===== src/rtl/maze_port_arbiter.sv =====
// maze_port_arbiter: time-shares the maze RAM read port. Even cycles (phase=0)
// serve the VGA fetch; odd cycles (phase=1) serve one round-robin-selected
// wall-collision lookup. Requesters supply pixel coordinates, which are turned
// into a maze word/bit address. The looked-up wall bit comes back 2 cycles after
// the grant. RESET_N is expected to be released synchronously to CLK by the
// reset tree. Its assertion is asynchronous.
module maze_port_arbiter #(
  parameter int NUM_REQ = 4,
  parameter int ADDR_W  = 10
) (
  input  logic                    CLK,
  input  logic                    RESET_N,
  input  logic [ADDR_W-1:0]       vga_addr,
  output logic [31:0]             vga_data,
  output logic [ADDR_W-1:0]       ram_rdaddress,
  input  logic [31:0]             ram_q,
  input  logic [NUM_REQ-1:0]      req,
  input  logic [NUM_REQ*10-1:0]   req_x,
  input  logic [NUM_REQ*10-1:0]   req_y,
  output logic [NUM_REQ-1:0]      gnt,
  output logic [NUM_REQ-1:0]      rsp_valid,
  output logic                    rsp_wall,
  output logic                    phase
);

  localparam int SEL_W = (NUM_REQ > 1) ? $clog2(NUM_REQ) : 1;
  localparam logic [NUM_REQ-1:0] ONE_HOT0 = {{(NUM_REQ-1){1'b0}}, 1'b1};
  localparam logic [SEL_W-1:0]   RR_INIT  = SEL_W'(NUM_REQ - 1);

  typedef enum logic [1:0] {
    ST_IDLE = 2'd0,
    ST_WAIT = 2'd1,
    ST_RESP = 2'd2
  } state_t;

  // Byte offset of pixel (x,y) in the maze bitmap: 4x4 pixel cells, 160 cells per row.
  function automatic logic [14:0] pix_byte(input logic [9:0] x, input logic [9:0] y);
    logic [15:0] sum;
    sum = {8'd0, x[9:2]} + ({8'd0, y[9:2]} * 16'd160);
    return sum[14:0];
  endfunction

  // Coordinates outside the 640x480 screen always read as wall.
  function automatic logic pix_oor(input logic [9:0] x, input logic [9:0] y);
    return (x >= 10'd640) || (y >= 10'd480);
  endfunction

  state_t             state_q, state_d;
  logic               phase_q, phase_d;
  logic [SEL_W-1:0]   rr_q, rr_d;
  logic [SEL_W-1:0]   sel_q, sel_d;
  logic [4:0]         bit_q, bit_d;
  logic               oor_q, oor_d;
  logic               rsp_wall_q, rsp_wall_d;
  logic [NUM_REQ-1:0] rsp_valid_q, rsp_valid_d;
  logic [31:0]        vga_data_q, vga_data_d;

  logic [SEL_W-1:0]   win_s;
  logic               win_found_s;
  logic               grant_s;
  logic [9:0]         sel_x_s, sel_y_s;
  logic [14:0]        sel_byte_s;
  logic               sel_oor_s;

  // Round-robin search: first set req bit after the last winner, wrapping.
  always_comb begin
    logic [SEL_W:0] idx;
    win_s       = '0;
    win_found_s = 1'b0;
    for (int k = 1; k <= NUM_REQ; k++) begin
      idx = {1'b0, rr_q} + (SEL_W+1)'(k);
      idx = (idx >= (SEL_W+1)'(NUM_REQ)) ? (idx - (SEL_W+1)'(NUM_REQ)) : idx;
      if (!win_found_s && req[idx[SEL_W-1:0]]) begin
        win_found_s = 1'b1;
        win_s       = idx[SEL_W-1:0];
      end else begin
        win_found_s = win_found_s;
      end
    end
  end

  // Grant decision, winner address math and the shared RAM read address.
  always_comb begin
    grant_s       = phase_q && (state_q != ST_WAIT) && win_found_s;
    sel_x_s       = req_x[10*win_s +: 10];
    sel_y_s       = req_y[10*win_s +: 10];
    sel_byte_s    = pix_byte(sel_x_s, sel_y_s);
    sel_oor_s     = pix_oor(sel_x_s, sel_y_s);
    gnt           = grant_s ? (ONE_HOT0 << win_s) : '0;
    ram_rdaddress = grant_s ? ADDR_W'(sel_byte_s[14:5]) : vga_addr;
  end

  // Next-state logic for the slot phase, lookup FSM and response registers.
  always_comb begin
    phase_d     = ~phase_q;
    state_d     = state_q;
    rr_d        = rr_q;
    sel_d       = sel_q;
    bit_d       = bit_q;
    oor_d       = oor_q;
    rsp_wall_d  = rsp_wall_q;
    rsp_valid_d = '0;
    vga_data_d  = phase_q ? ram_q : vga_data_q;
    case (state_q)
      ST_WAIT: begin
        rsp_wall_d  = oor_q ? 1'b1 : ram_q[bit_q];
        rsp_valid_d = ONE_HOT0 << sel_q;
        state_d     = ST_RESP;
      end
      default: begin
        // IDLE and RESP both accept a new grant; RESP is always a phase=1 slot.
        if (grant_s) begin
          state_d = ST_WAIT;
          rr_d    = win_s;
          sel_d   = win_s;
          bit_d   = sel_byte_s[4:0];
          oor_d   = sel_oor_s;
        end else begin
          state_d = ST_IDLE;
        end
      end
    endcase
  end

  // State registers; async reset aborts any lookup in flight.
  always_ff @(posedge CLK or negedge RESET_N) begin
    if (!RESET_N) begin
      state_q     <= ST_IDLE;
      phase_q     <= 1'b0;
      rr_q        <= RR_INIT;
      sel_q       <= '0;
      bit_q       <= 5'd0;
      oor_q       <= 1'b0;
      rsp_wall_q  <= 1'b0;
      rsp_valid_q <= '0;
      vga_data_q  <= 32'd0;
    end else begin
      state_q     <= state_d;
      phase_q     <= phase_d;
      rr_q        <= rr_d;
      sel_q       <= sel_d;
      bit_q       <= bit_d;
      oor_q       <= oor_d;
      rsp_wall_q  <= rsp_wall_d;
      rsp_valid_q <= rsp_valid_d;
      vga_data_q  <= vga_data_d;
    end
  end

  assign vga_data  = vga_data_q;
  assign rsp_valid = rsp_valid_q;
  assign rsp_wall  = rsp_wall_q;
  assign phase     = phase_q;

endmodule


===== config.mk =====
export PLATFORM = sky130hd
export DESIGN_NAME = maze_port_arbiter
export DESIGN_NICKNAME = d
export VERILOG_FILES = /design/src/rtl/maze_port_arbiter.sv
export SDC_FILE = /design/constraint.sdc
export NUM_CORES = 1
export LEC_CHECK = 0
export ABC_AREA = 1
export ABC_CLOCK_PERIOD_IN_PS = 9300
export BUFFER_PORTS_ARGS = -buffer_cell sky130_fd_sc_hd__buf_2
export CELL_PAD_IN_SITES_DETAIL_PLACEMENT = 0
export CELL_PAD_IN_SITES_GLOBAL_PLACEMENT = 1
export CORE_ASPECT_RATIO = 0.8
export CORE_MARGIN = 4
export CORE_UTILIZATION = 32
export CTS_CLUSTER_SIZE = 16
export DETAILED_ROUTE_END_ITERATION = 12
export PLACE_DENSITY = 0.86
export SKIP_CTS_REPAIR_TIMING = 1
export SLEW_MARGIN = 5
export SYNTH_ARGS = -nofsm -noshare
export SYNTH_HDL_FRONTEND = slang
export SYNTH_SLANG_ARGS = --single-unit

===== constraint.sdc =====
create_clock -name CLK -period 9.3 [get_ports CLK]
set_clock_uncertainty 0.2 [all_clocks]
set_input_delay 2.79 -clock CLK [delete_from_list [all_inputs] [get_ports CLK]]
set_output_delay 2.79 -clock CLK [all_outputs]
set_load 0.01 [all_outputs]

==> impl_metrics.ini, run 1 <==
[status]
status = completed

[global_route]
grt_pass1_wl_mm = 19.3
grt_max_degree = 51
overflow = 0
grt_pass1_vias = 4183
groute.usage.overall_pct = 17.4
antenna_found_initial = 0

[cells_and_area]
syn2layout_area_growth_pct = 42.0
fin_util_pct = 47.4
nets = 857
seqCellArea_um2 = 1250
multi_input_area_um2 = 2320
fillers = 1163
diodes = 0
drive_gt1_share_pct = 41.0

[yosys]
synth_top_area_share_pct = 32.4
synth_top_family_by_area = simple AND/OR/NAND/NOR gates
synth_cell_type_count = 45
synth_compound_area_share_pct = 14.1
synth-adder-area-share_pct = 4.79
netlist_instances = 526
yosys.area_share.simple_pct = 36.5
synth_area_leaders = dfrtp_1 32%, nand2_1 18%, inv_1 5.4%
yosysTopAreaCell = dfrtp_1
ys.flop_type = dfrtp_1
syn_nets = 667
async_flop_share_pct = 100
syn_avg_cell_area_um2 = 7.05
yosysWarnings = 0
synth.most_common_cell = nand2_1
synth_area_um2 = 3710
synth_mux_area_share_pct = 0
ys_seq_area_share_pct = 33.8
yosys-top-cells-count = 181 x nand2_1, 53 x inv_1, 48 x dfrtp_1, 39 x o21ai_0, 27 x nor2_1
synth-edff-count = 0
synth_seq_cells = 50
synth_xor_area_share_pct = 2.13

[worst_setup_path]
cp_num_buf_inv = 9
cp.arrival_ns = 6.13
cp_max_fo = 5
end_kind = output pin
max_stage_delay_ns = 0.41
worstPathRequired_ns = 6.31
cp_top_family = buffers and inverters
startpoint_type = input port
slowest_stage = fa_2
critPathKind = in2out

[sta]
finalHoldViolCount = 0
fin_setup_tns_ns = 0
drv_slew = 0
relSlewSlack_pct = 21.8
setup_viol = 0
finalCriticalPeriod_ns = 9.12
max_freq_mhz = 110
fin_crit_sh_pct = 98.0
hold_slack_ns = 0.227
rsz0062_at_grt = yes
max_slew.worst_pin.slew_ns = 1.17

[floorplanning]
ios = 180
dieArea_um2 = 13400
die_width_um = 128
initial_core_util_pct = 33.4
num_rows = 34
core_area_um2 = 11100
die_y_um = 104

[detailed_routing]
wirelength_mm = 12.1
ant_nets = 0
firstDrtPassIters = 5
vias_per_cell = 4.79
wire_per_inst_um = 14.1
drt_iter0_markers = 172
vias = 4128
drc_errors = 0

[place]
io_buffers = 163
gp_congestion = 0.812
dp_hpwl_mm = 9.62

[cts]
clockBufferDepth = 2
h-tree-depth = 2
clk_pin_slew_ns = 0.07
cts_num_sinks = 50
cts_made_buffers = 5
worstSkewPairLatency_ns = 0.28
tritoncts = done
root_buffer = clkbuf_16

[job]
maxCapViolCount = 0

[min_path]
min-delay-path-class = reg2reg
==> registers in the layout, summed over array words and instances (netlist names) <==
register   count
rsp_wall       1
sel_q          2
vga_data      32
state_q        2
oor_q          1
bit_q          5
rsp_valid      4
rr_q           2
phase          1
==> layout make-up <==
| class | instances | area share [%] |
|---|---|---|
| clock buffers | 5 | 2.38 |
| clock inverters | 3 | 0.903 |
| inverters | 64 | 4.75 |
| multi-input cells | 397 | 44.0 |
| flip-flops and latches | 50 | 23.8 |
| well taps | 144 | 3.42 |
| repair buffers | 198 | 20.8 |
==> worst paths after layout <==
check	slack, ns	end	startpoint	cells after the start
setup / recovery	0.18	ram_rdaddress[5]	req[3]	26
hold / removal	0.23	state_q[1]	state_q[1]	1
setup reg to reg	5.71	rr_q[1]	phase	7
hold reg to reg	0.23	state_q[1]	state_q[1]	1
max in group asynchronous	5.69	vga_data[9]	RESET_N	1
min in group asynchronous	2.53	vga_data[25]	RESET_N	1
==> layer usage <==
layer	track usage (%)	routed length, µm	vias to the layer above
li1	-	-	2073
met2	30.1	5750	155
met3	2.82	874	5
met5	0	0	-
met1	23.1	5420	1895
met4	2.73	62	0
==> kinds of logic (layout without fill, tap and decap cells) <==
logic type	Yosys count	in the layout
AND/OR/NAND/NOR	287	287
AO/OA/AOI/OAI	88	88
adder cells (fa/ha/maj)	13	13
flip-flops	50	50
XOR/XNOR	9	9
buffers and inverters	79	270
==> cells in the final DEF (no fill, tap or decap), types with 3 or more instances in the layout <==
cell / Yosys / final
o22ai_1: 7 / 7
inv_1: 53 / 50
o21ai_0: 39 / 38
a21oi_2: 1 / 3
inv_6: 1 / 3
nand4_1: 8 / 8
o211ai_1: 4 / 4
nor2_1: 27 / 22
nand2_1: 181 / 170
inv_2: 6 / 8
clkinv_1: 3 / 3
nor2_4: 3 / 5
xor2_1: 7 / 6
nor2_2: 2 / 5
dfrtp_1: 48 / 48
nand3_2: 5 / 7
buf_4: 0 / 33
clkbuf_16: 0 / 5
nand3_1: 24 / 22
nand3_4: 3 / 3
nand2_2: 21 / 25
a21oi_1: 19 / 17
nand2_4: 4 / 11
ha_1: 11 / 8
a22oi_1: 5 / 5
buf_2: 1 / 163
nor3_1: 5 / 4
==> metrics by stage <==
step	worst slack [ns]	cells	cell area [µm²]
2_1_floorplan	0.504	526	3710
3_5_place_dp	-0.0999	847	4860
4_1_cts	-0.115	855	5030
3_3_place_gp	-0.0221	847	4860
6_report	0.183	861	5270
5_1_grt	-0.0751	861	5270
Power of run 1 is left out: the tool's default activity adds up to more than one toggle a clock period on the data nets, which glitch-free logic cannot reach.
==> inputs of run 2 (changes only) <==
--- a/config.mk
+++ b/config.mk
@@ -15,7 +15,7 @@
 export CORE_UTILIZATION = 32
 export CTS_CLUSTER_SIZE = 16
 export DETAILED_ROUTE_END_ITERATION = 12
-export PLACE_DENSITY = 0.86
+export PLACE_DENSITY = 0.88
 export SKIP_CTS_REPAIR_TIMING = 1
 export SLEW_MARGIN = 5
 export SYNTH_ARGS = -nofsm -noshare
==> run 2 against run 1 <==
Compared with the run above:
- non-clock buffer count decreased by 5
- count of clock-buffer cells in the layout increased by 1
- final cell count decreased by 0.58%
- via count decreased by 1.5%
- wire length decreased by 1.7%
- highest routed layer unchanged
==> impl_metrics.ini, run 2 (synthesis gave the netlist of run 1 again) <==
[sta]
setup_viol = 0
finalCriticalPeriod_ns = 9.07
drv_slew = 0
relSlewSlack_pct = 21.3
finalHoldViolCount = 0
fin_ws_ns = 0.231
max_slew.worst_pin.slew_ns = 1.17
max_freq_mhz = 110
fin_crit_sh_pct = 97.5

[floorplanning]
core_area_um2 = 11100
die_width_um = 128
num_rows = 34
dieArea_um2 = 13400
ios = 180
initial_core_util_pct = 33.4
die_y_um = 104

[worst_setup_path]
max_stage_delay_ns = 0.40
worst-r2r-cell-count = 8
startpoint_type = input port
cp_top_family = simple AND/OR/NAND/NOR gates
cp_max_fo = 6
worstPathRequired_ns = 6.31
timing.rr.end = oor_q
r2r-start = phase
critPathKind = in2out
r2r_setup_slack_ns = 5.91
end_kind = output pin
cp.arrival_ns = 6.08
cp_num_buf_inv = 8
slowest_stage = fa_2

[place]
gp_congestion = 0.843
dp_hpwl_mm = 9.56
place_ws_ns = -0.0970
io_buffers = 163
place_inst = 840

[status]
status = completed

[cts]
root_buffer = clkbuf_16
tritoncts = done
h-tree-depth = 2
cts_made_buffers = 5
cts_num_sinks = 50
clockBufferDepth = 2
worstSkewPairLatency_ns = 0.28
clk_pin_slew_ns = 0.06

[detailed_routing]
wirelength_mm = 11.9
wire_per_inst_um = 13.9
vias = 4066
ant_nets = 0
firstDrtPassIters = 4
vias_per_cell = 4.75
drc_errors = 0
drt_iter0_markers = 197

[cells_and_area]
layout_common_cells = 173 x nand2_1, 162 x buf_2, 48 x dfrtp_1
syn2layout_area_growth_pct = 41.8
largest_reg_flops = 32
diodes = 0
nets = 852
drive_gt1_share_pct = 40.9
final_cells = 856
final_common_cell = nand2_1

[global_route]
grt_pass1_wl_mm = 19.2
groute.usage.overall_pct = 17.3
grt_max_degree = 51
overflow = 0
antenna_found_initial = 0
grt_pass1_vias = 4032

[min_path]
min_path_cells = 1
min_from = state_q[1]
min-delay-path-class = reg2reg
hold_end = state_q[1]

[job]
maxCapViolCount = 0
[run 2: cell types whose count changed in the layout (fill, tap and decap cells not counted), sizes merged]
cell / before / now
buf: 198 / 193
clkbuf: 5 / 6
inv: 63 / 61
clkinvlp: 0 / 1
[run 2: layer usage]
metal / track usage (%) / wire (µm)
met5: 0 / 0
met4: 3.26 / 118
met3: 2.93 / 889
met2: 29.9 / 5650
met1: 22.5 / 5250
[run 2: worst max-delay path by stage]
stage          cells after the start               end   start  slack (ns)
2_1_floorplan                     25  ram_rdaddress[9]  req[0]        0.50
3_3_place_gp                      25  ram_rdaddress[9]  req[0]       -0.03
3_5_place_dp                      26  ram_rdaddress[9]  req[0]        -0.1
4_1_cts                           26  ram_rdaddress[9]  req[0]       -0.13
5_1_grt                           29  ram_rdaddress[8]  req[0]       -0.02
6_report                          29  ram_rdaddress[8]  req[0]        0.23
[run 2: stage by stage]
| stage | area, µm² | utilization [%] | setup TNS [ns] | hold slack, ns |
|---|---|---|---|---|
| after detailed placement | 4810 | 43.3 | -0.146 | 0.222 |
| after CTS | 4980 | 44.8 | -0.281 | 0.231 |
| after floorplan | 3710 | - | 0 | 0.199 |
| after global placement | 4810 | 43.3 | -0.0296 | 0.211 |
| final | 5260 | 47.4 | 0 | 0.227 |
| after global routing | 5260 | 47.4 | -0.0296 | 0.250 |
[run 2: area by class of cell]
type                            instances  area, µm²
Fill cell                            1122       5840
Inverter                               64        250
Multi-Input combinational cell        397       2350
Clock inverter                          2       37.5
Clock buffer                            6        129
Timing Repair Buffer                  193       1060
Sequential cell                        50       1250
Tap cell                              144        180
Power of run 2 is left out for the same reason.
